[src/rtl/ctrl_decode.sv]
// MIPS-subset instruction decoder: combinational one-hot instruction flags and datapath
// controls from Op/Func, plus a registered sticky record of any illegal encoding.
module ctrl_decode (
  input  logic       clk,
  input  logic       reset,
  input  logic [5:0] Op,
  input  logic [5:0] Func,
  output logic       R,
  output logic       addu,
  output logic       subu,
  output logic       jr,
  output logic       ori,
  output logic       lw,
  output logic       sw,
  output logic       beq,
  output logic       lui,
  output logic       j,
  output logic       jal,
  output logic       RegWrite,
  output logic [1:0] RegDst,
  output logic       ALUSrc,
  output logic       ExtOp,
  output logic [1:0] ALUOp,
  output logic       MemWrite,
  output logic       MemtoReg,
  output logic       Branch,
  output logic       Jump,
  output logic       JumpReg,
  output logic       illegal,
  output logic       illegal_seen
);

  typedef enum logic [5:0] {
    OP_RTYPE = 6'b000000,
    OP_J     = 6'b000010,
    OP_JAL   = 6'b000011,
    OP_BEQ   = 6'b000100,
    OP_ORI   = 6'b001101,
    OP_LUI   = 6'b001111,
    OP_LW    = 6'b100011,
    OP_SW    = 6'b101011
  } opcode_e;

  typedef enum logic [5:0] {
    FN_NOP  = 6'b000000,
    FN_JR   = 6'b001000,
    FN_ADDU = 6'b100001,
    FN_SUBU = 6'b100011
  } func_e;

  logic seen_q = 1'b0;

  // Instruction flags; every unmatched encoding falls to the default arm and flags illegal.
  always_comb begin
    R       = 1'b0;
    addu    = 1'b0;
    subu    = 1'b0;
    jr      = 1'b0;
    ori     = 1'b0;
    lw      = 1'b0;
    sw      = 1'b0;
    beq     = 1'b0;
    lui     = 1'b0;
    j       = 1'b0;
    jal     = 1'b0;
    illegal = 1'b0;
    case (Op)
      OP_RTYPE: begin
        R = 1'b1;
        case (Func)
          FN_ADDU: addu    = 1'b1;
          FN_SUBU: subu    = 1'b1;
          FN_JR:   jr      = 1'b1;
          FN_NOP:  ;
          default: illegal = 1'b1;
        endcase
      end
      OP_ORI:  ori     = 1'b1;
      OP_LW:   lw      = 1'b1;
      OP_SW:   sw      = 1'b1;
      OP_BEQ:  beq     = 1'b1;
      OP_LUI:  lui     = 1'b1;
      OP_J:    j       = 1'b1;
      OP_JAL:  jal     = 1'b1;
      default: illegal = 1'b1;
    endcase
  end

  // Illegal R-type still writes (R=1) but is steered to rt with ADD, matching the no-op rule.
  always_comb begin
    RegWrite = R | ori | lw | lui | jal;
    RegDst   = 2'd0;
    if (jal)
      RegDst = 2'd2;
    else if (R && !illegal)
      RegDst = 2'd1;
    ALUSrc   = ori | lw | sw | lui;
    ExtOp    = lw | sw | beq;
    ALUOp    = 2'd0;
    if (lui)
      ALUOp = 2'd3;
    else if (ori)
      ALUOp = 2'd2;
    else if (subu || beq)
      ALUOp = 2'd1;
    MemWrite = sw;
    MemtoReg = lw;
    Branch   = beq;
    Jump     = j | jal;
    JumpReg  = jr;
  end

  always_ff @(posedge clk) begin
    if (reset)
      seen_q <= 1'b0;
    else if (illegal)
      seen_q <= 1'b1;
  end

  assign illegal_seen = seen_q;

endmodule

[config.mk]
export PLATFORM = sky130hd
export DESIGN_NAME = ctrl_decode
export DESIGN_NICKNAME = d
export VERILOG_FILES = /design/src/rtl/ctrl_decode.sv
export SDC_FILE = /design/constraint.sdc
export NUM_CORES = 1
export LEC_CHECK = 0
export BUFFER_PORTS_ARGS = -buffer_cell sky130_fd_sc_hd__buf_2
export CAP_MARGIN = 40
export CORE_AREA = 2 2 39 41
export DETAILED_ROUTE_END_ITERATION = 12
export DIE_AREA = 0 0 41 43
export PLACE_DENSITY = 0.71
export SLEW_MARGIN = 30
export SYNTH_ARGS = -nofsm -noshare
export SYNTH_HDL_FRONTEND = slang
export SYNTH_SLANG_ARGS = --single-unit
[constraint.sdc]
create_clock -name clk -period 4.13 [get_ports clk]
set_input_delay 0.826 -clock clk [delete_from_list [all_inputs] [get_ports clk]]
set_output_delay 0.826 -clock clk [all_outputs]
set_load 0.005 [all_outputs]
### Word-level counts from Yosys, hierarchy flattened

Cells that the tools add are included.

* register bits after elaboration: 1
* bits in latches: 0
* memory bits (writable): 0
* ROM bits: 0
* input port bits: 14
* output and inout bits: 25
* logic and storage cells: 49
* memories: 0

* $add $sub $neg: 0
* multiply operators: 0
* divide/modulo/power cells: 0
* magnitude comparators: 0
* equality and inequality tests: 10
* shift operators: 0
* mux-type cells: 21
* bitwise operators: 10
* reduce and logical (&&, ||, !) cells: 7

Operator list (number)
* 6-bit equality test, second input constant: 4
* 6-bit by 4-bit equality test with 1-bit output, second input constant: 3
* 1-bit 2-to-1 mux: 17
* 6-bit by 2-bit equality test with 1-bit output, second input constant: 2
* 6-bit zero test: 2
* 1-bit bitwise OR: 10
* 7-bit OR reduction: 1
* 6-bit by 3-bit equality test with 1-bit output, second input constant: 1
* 2-bit 2-to-1 mux: 3
* 4-bit OR reduction: 1
* 1-bit case mux with 2 select lines: 1
* 1-bit logical AND: 1
* 1-bit zero test: 1
* 1-bit logical OR: 1

### Depth between registers and ports, before layout

Gate-level depths: netlist of the first run.

* depth in word-level cells: 8
* mapped depth: 6
* depth with buffers taken out: 5

### Least setup slack after synthesis of the first run

OpenSTA, ideal clock, no wires.

* path kind: input to output
* from: input port Op[0]
* to: output port ALUOp[0]
* arrival time: 2.027 ns
* slack: 1.277 ns
* cell stages on the path: 5
* path through: buf_4 > or4_4 > nor4_4 > and2_4 > a31o_1

* word-level cells in the longest chain between the ends: 6
* elaborated cells between the ends (all ways): 12
* those cells by class: eq/ne: 3; mux: 7; reduce/logical: 2

Ends and longest elaborated chain
* start, declared: RTL line 6 `input logic [5:0] Op,`
* 6-bit zero test: RTL line 67 `case (Op)`
* 1-bit 2-to-1 mux: RTL line 67
* named net subu: RTL line 10 `output logic subu,`
* 1-bit logical OR: RTL line 104 `else if (subu || beq)`
* 1-bit 2-to-1 mux: RTL line 104
* 2-bit 2-to-1 mux: RTL line 102 `else if (ori)`
* 2-bit 2-to-1 mux: RTL line 100 `if (lui)`
* end, declared: RTL line 23 `output logic [1:0] ALUOp,`

The timed path passes the listed nets, and every way through them passes these cells.

### Worst setup path in the final report of the first run

* from: input port Op[1]
* to: output port ALUOp[0]

* word-level cells in the longest chain between the ends: 6
* elaborated cells between the ends (all ways): 12
* those cells by class: eq/ne: 3; mux: 7; reduce/logical: 2

Ends and longest elaborated chain (RTL line)
* 6-bit by 3-bit equality test with 1-bit output or 6-bit zero test (tied branches): 67
* 1-bit 2-to-1 mux: 67
* 1-bit logical OR: 104
* 1-bit 2-to-1 mux: 104
* 2-bit 2-to-1 mux: 102
* 2-bit 2-to-1 mux *: 100

Every way passes the cells marked *; elsewhere a longest branch is shown, timed or not.

==> results.py, run 1 <==
metrics = {
    "detailed_routing": {
        "drt_pass1_iterations": 4,
        "drc": 0,
        "via_per_inst": 5.000,
        "ant_nets": 0,
        "routed-via-count": 545,
        "route.detailed.wl_per_inst_um": 10.06,
        "drt_iter0_markers": 5,
        "routed_wl_mm": 1.096,
    },
    "grt": {
        "track_usage_pct": 11.19,
        "grt_pass1_vias": 382,
        "antenna_found_initial": 0,
        "grt_max_degree": 12,
        "overflow": 0,
        "grt_pass1_wl_mm": 1.511,
    },
    "sta": {
        "max_slew.worst_pin.slew_ps": 304.7,
        "post-route-min-period_ps": 3001,
        "tns_ps": 0,
        "finalClockSkew_ps": 0,
        "rsz0062_at_grt": "false",
        "relSlewSlack_pct": 79.40,
        "hold_violations": 0,
        "finalMaxSlewViolations": 0,
        "fmax_ghz": 0.3332,
        "hold_slack_ps": 522.0,
        "fin_crit_sh_pct": 72.67,
        "setup_viol": 0,
    },
    "worst_hold_path": {
        "hp-class": "reg -> reg",
        "hold_depth": 2,
    },
    "synth": {
        "synth_area_per_cell_sq_um": 6.199,
        "synth.net_count": 80,
        "syn_inst": 66,
        "ys_seq_area_share_pct": 4.893,
        "netlist_area_sq_um": 409.1,
        "yosysWarnings": 0,
        "synth_cell_types": 28,
        "ys_ff_latch": 1,
    },
    "finish": {
        "nets": 109,
        "diodes": 0,
        "area_growth_pct": 33.95,
        "design_area_sq_um": 548.0,
        "final_layout_size_suffix_gt1_share_pct": 46.24,
        "final_common_cell": "buf_2",
        "layout_common_cells": "buf_2, nor2_1, nand3_1, nand2_1, nor3_1",
        "largest_register_ffs": 1,
        "nFillCells": 154,
    },
    "floorplan": {
        "die_height_um": 43,
        "die-area_sq_mm": 0.001763,
        "core_area_sq_mm": 0.001384,
        "dieWidth_um": 41,
        "ios": 39,
        "start_util_pct": 29.57,
        "rows": 14,
    },
    "power_and_ir_drop": {
        "powerDensity_mw_per_mm2": 80.09,
        "total_power_mw": 0.04389,
        "leakage_nw": 0.3084,
        "ir_drop_mv": 0.02247,
    },
    "clock_tree": {
        "clk_pin_slew_ps": 0,
        "cts_setup_buffers": 0,
        "cts_resized": 0,
        "clock_latency_ps": 0,
        "ctsHoldBuffers": 0,
    },
    "worst_setup_path": {
        "r2r_cells": 2,
        "crit_type": "in -> out",
        "critPathMaxFanout": 10,
        "worst_ep_arrival_time_ps": 2180,
        "cp-end-kind": "output port",
        "worst_setup_path_start_kind": "input pin",
        "crit_required_ps": 3300,
    },
    "placement": {
        "gp_congestion": 0.7752,
        "io_buffers": 38,
        "hpwlAfterDp_um": 919.4,
        "postPlaceCellArea_sq_um": 548.0,
    },
    "outcome": {
        "status": "complete, no violations",
    },
    "run": {
        "maxCapViolCount": 0,
    },
}
==> logic make-up (layout without fill, tap and decap cells) <==
kind of cell	Yosys count	count (layout)	share of synthesized area, %
and+or+nand+nor	44	44	63.30
buffers and inverters	13	40	19.26
AOI/OAI and AO/OA	8	8	12.54
DFF	1	1	4.893
==> cell type report <==
| class | count | area (sq um) | share of cell area, % |
|---|---|---|---|
| multi-input cells | 52 | 310.3 | 56.62 |
| well taps | 16 | 20.02 | 3.653 |
| flip-flops and latches | 1 | 20.02 | 3.653 |
| inverters | 2 | 7.507 | 1.370 |
| repair buffers | 38 | 190.2 | 34.70 |
==> worst paths after layout <==
path | from | end | slack, ps
worst max-delay path | Op[1] | ALUOp[0] | 1130
worst min-delay path | illegal_seen | illegal_seen | 520
worst max register to register | illegal_seen | illegal_seen | 3540
worst min register to register | illegal_seen | illegal_seen | 520
==> power breakdown <==
group	total, mW	switching, mW	leakage, nW	internal [mW]
registers	0.0108	0.000265	0.00844	0.0105
logic	0.0331	0.0192	0.300	0.0139
clock network	0	0	0	0
==> cells in the mapped netlist <==
cell type	count	area, sq um
and3_1	1	6.260
or3_1	1	6.260
nor2_1	9	33.78
and2_4	1	8.760
nand3b_1	2	15.01
o2bb2ai_1	1	8.760
nand2b_1	2	12.51
buf_4	6	45.04
a31oi_1	1	6.260
nor2b_1	3	18.77
nand3_1	5	25.02
nor4b_1	1	8.760
o21ai_0	1	5.000
nor3_1	5	25.02
clkbuf_1	4	15.01
inv_1	2	7.510
nor3b_1	1	7.510
nor4_4	1	21.27
dfxtp_1	1	20.02
nand2_1	5	18.77
or4_4	1	11.26
or2_2	2	12.51
buf_6	1	11.26
and3b_1	1	8.760
nor4_1	3	18.77
a21o_1	1	7.510
a21oi_1	3	15.01
a31o_1	1	8.760
==> worst max-delay path, cell delays in order <==
cell and delay [ps]:
buf_2 150, or4_4 560, nor4_4 270, and2_4 180, a31o_1 80, buf_2 100
==> metrics by stage <==
step	util (%)	std cells	setup WS (ps)
3_3_place_gp	39.60	109	1151
6_report	39.60	109	1129
5_1_grt	39.60	109	1040
3_5_place_dp	39.60	109	1123
4_1_cts	39.60	109	1121
2_1_floorplan	-	66	1277
==> layer usage <==
| metal | up-vias | share of wire, % | track usage (%) |
|---|---|---|---|
| li1 | 287 | - | - |
| met1 | 233 | 45 | 15.51 |
| met2 | 25 | 45 | 19.69 |
| met3 | 0 | 10 | 0 |
| met4 | 0 | 0 | 0 |
| met5 | - | 0 | 0 |
Note: power is estimated with default switching activity, not from simulation.
==> run 2: changes to the inputs <==
==> constraint.sdc (replaced) <==
create_clock -name clk -period 3.15 [get_ports clk]
set_input_delay 0.63 -clock clk [delete_from_list [all_inputs] [get_ports clk]]
set_output_delay 0.63 -clock clk [all_outputs]
set_load 0.005 [all_outputs]
==> run 2 against run 1 <==
Against the previous run: largest cell class unchanged; hold slack hardly changed; clock skew stayed put; register-to-register slack worse by 980 ps; final cell count unchanged; flip-flop and latch count stayed put; final area did not move; critical endpoint unchanged; sequential power rose by 31%; setup slack worse by 580 ps; total power rose by 31%; wire length up 1.4%; critical path depth did not move; largest power group unchanged.
==> results.py, run 2 (same netlist as run 1, synthesis figures left out) <==
metrics = {
    "finish": {
        "nFillCells": 160,
        "largest_register_ffs": 1,
        "final_common_cell": "buf_2",
        "design_area_sq_um": 548.0,
        "seqCellArea_sq_um": 20.02,
        "area_growth_pct": 33.95,
        "diodes": 0,
        "utilization_pct": 39.60,
        "layout_common_cells": "buf_2, nor2_1, nand3_1, nand2_1, nor3_1",
        "nets": 109,
        "final_layout_size_suffix_gt1_share_pct": 46.24,
        "multi_input_area_sq_um": 310.3,
    },
    "detailed_routing": {
        "ant_nets": 0,
        "via_per_inst": 5.028,
        "route.detailed.wl_per_inst_um": 10.19,
        "wl_met1_um": 477,
        "drc": 0,
        "wl_met2_um": 513,
        "routed-via-count": 548,
        "dr.max_layer_used": "met3",
        "drt_pass1_iterations": 4,
        "drt_iter0_markers": 8,
        "routed_wl_mm": 1.111,
        "routed-wl-met3_um": 120,
    },
    "outcome": {
        "status": "complete, no violations",
    },
    "grt": {
        "grt_max_degree": 12,
        "track_usage_pct": 11.59,
        "grt_pass1_wl_mm": 1.566,
        "overflow": 0,
        "grt_pass1_vias": 410,
        "antenna_found_initial": 0,
    },
    "clock_tree": {
        "ctsHoldBuffers": 0,
        "clk_pin_slew_ps": 0,
        "cts_setup_buffers": 0,
        "cts_resized": 0,
        "clock_latency_ps": 0,
    },
    "worst_setup_path": {
        "crit_slowest_cell": "or4_4",
        "critPathMaxFanout": 10,
        "worst_ep_arrival_time_ps": 1970,
        "cp-end-kind": "output port",
        "worst_setup_path_start_kind": "input pin",
        "cp_common_cell": "buf_2",
        "cp_cell_sequence": "buf_2 > or4_4 > nor4_4 > and2_4 > a31o_1 > buf_2",
        "crit_buf_inv": 2,
        "max_stage_delay_ps": 560,
        "cp_top_family": "simple AND/OR/NAND/NOR gates",
        "crit_type": "in -> out",
        "crit_required_ps": 2520,
    },
    "sta": {
        "setup_viol": 0,
        "finalClockSkew_ps": 0,
        "relSlewSlack_pct": 79.51,
        "fmax_ghz": 0.3840,
        "post-route-min-period_ps": 2604,
        "hold_violations": 0,
        "rsz0062_at_grt": "false",
        "max_slew.worst_pin.slew_ps": 303.1,
        "finalMaxSlewViolations": 0,
        "tns_ps": 0,
        "fin_crit_sh_pct": 82.67,
        "setup_ws_ps": 545.8,
    },
    "placement": {
        "postPlaceCellArea_sq_um": 548.0,
        "place_ws_ps": 539.0,
        "hpwlAfterDp_um": 920.3,
        "gp_congestion": 0.7752,
        "io_buffers": 38,
    },
    "floorplan": {
        "start_util_pct": 29.57,
        "core_area_sq_mm": 0.001384,
        "die_height_um": 43,
        "ios": 39,
        "dieWidth_um": 41,
        "rows": 14,
        "die-area_sq_mm": 0.001763,
    },
    "power_and_ir_drop": {
        "leakage_nw": 0.3084,
        "powerDensity_mw_per_mm2": 105.0,
        "total_power_mw": 0.05756,
        "ir_drop_mv": 0.02950,
    },
    "run": {
        "maxCapViolCount": 0,
    },
    "worst_hold_path": {
        "hp-class": "reg -> reg",
    },
}
## run 2: cell counts in the layout (fill, tap and decap cells not counted)
No cell type changed its count.
## run 2: worst paths after layout
kind                start      endpoint  slack, ps  depth (start not counted)
max                 Op[1]      ALUOp[0]        550                          6
min          illegal_seen  illegal_seen        520                          2
max reg2reg  illegal_seen  illegal_seen       2560                          2
min reg2reg  illegal_seen  illegal_seen        520                          2
## run 2: final cells by class
cell class                 instances  share of cell area, %
multi-input combinational         52                  56.62
timing repair buffer              38                  34.70
sequential                         1                  3.653
tap                               16                  3.653
inverter                           2                  1.370
## run 2: per-stage QoR
| stage | hold slack, ps | instances |
|---|---|---|
| 2_1_floorplan | 512.9 | 66 |
| 3_3_place_gp | 508.1 | 109 |
| 3_5_place_dp | 535.8 | 109 |
| 4_1_cts | 526.8 | 109 |
| 5_1_grt | 555.5 | 109 |
| 6_report | 521.9 | 109 |
## run 2: metal layers
layer  vias to the layer above  global-route usage (%)
met5                         -                       0
li1                        283                       -
met3                         0                       0
met2                        28                   21.25
met1                       237                   15.19
met4                         0                       0
## run 2: worst reg2reg max path, cell delays in order (launching register included)
cell and delay (ps):
dfxtp_1 280, nor2_1 100, a31oi_1 80
## run 2: power by group
part           total, mW  switching (mW)  internal [mW]
logic             0.0434          0.0252         0.0182
clock network          0               0              0
registers         0.0142        0.000349         0.0138
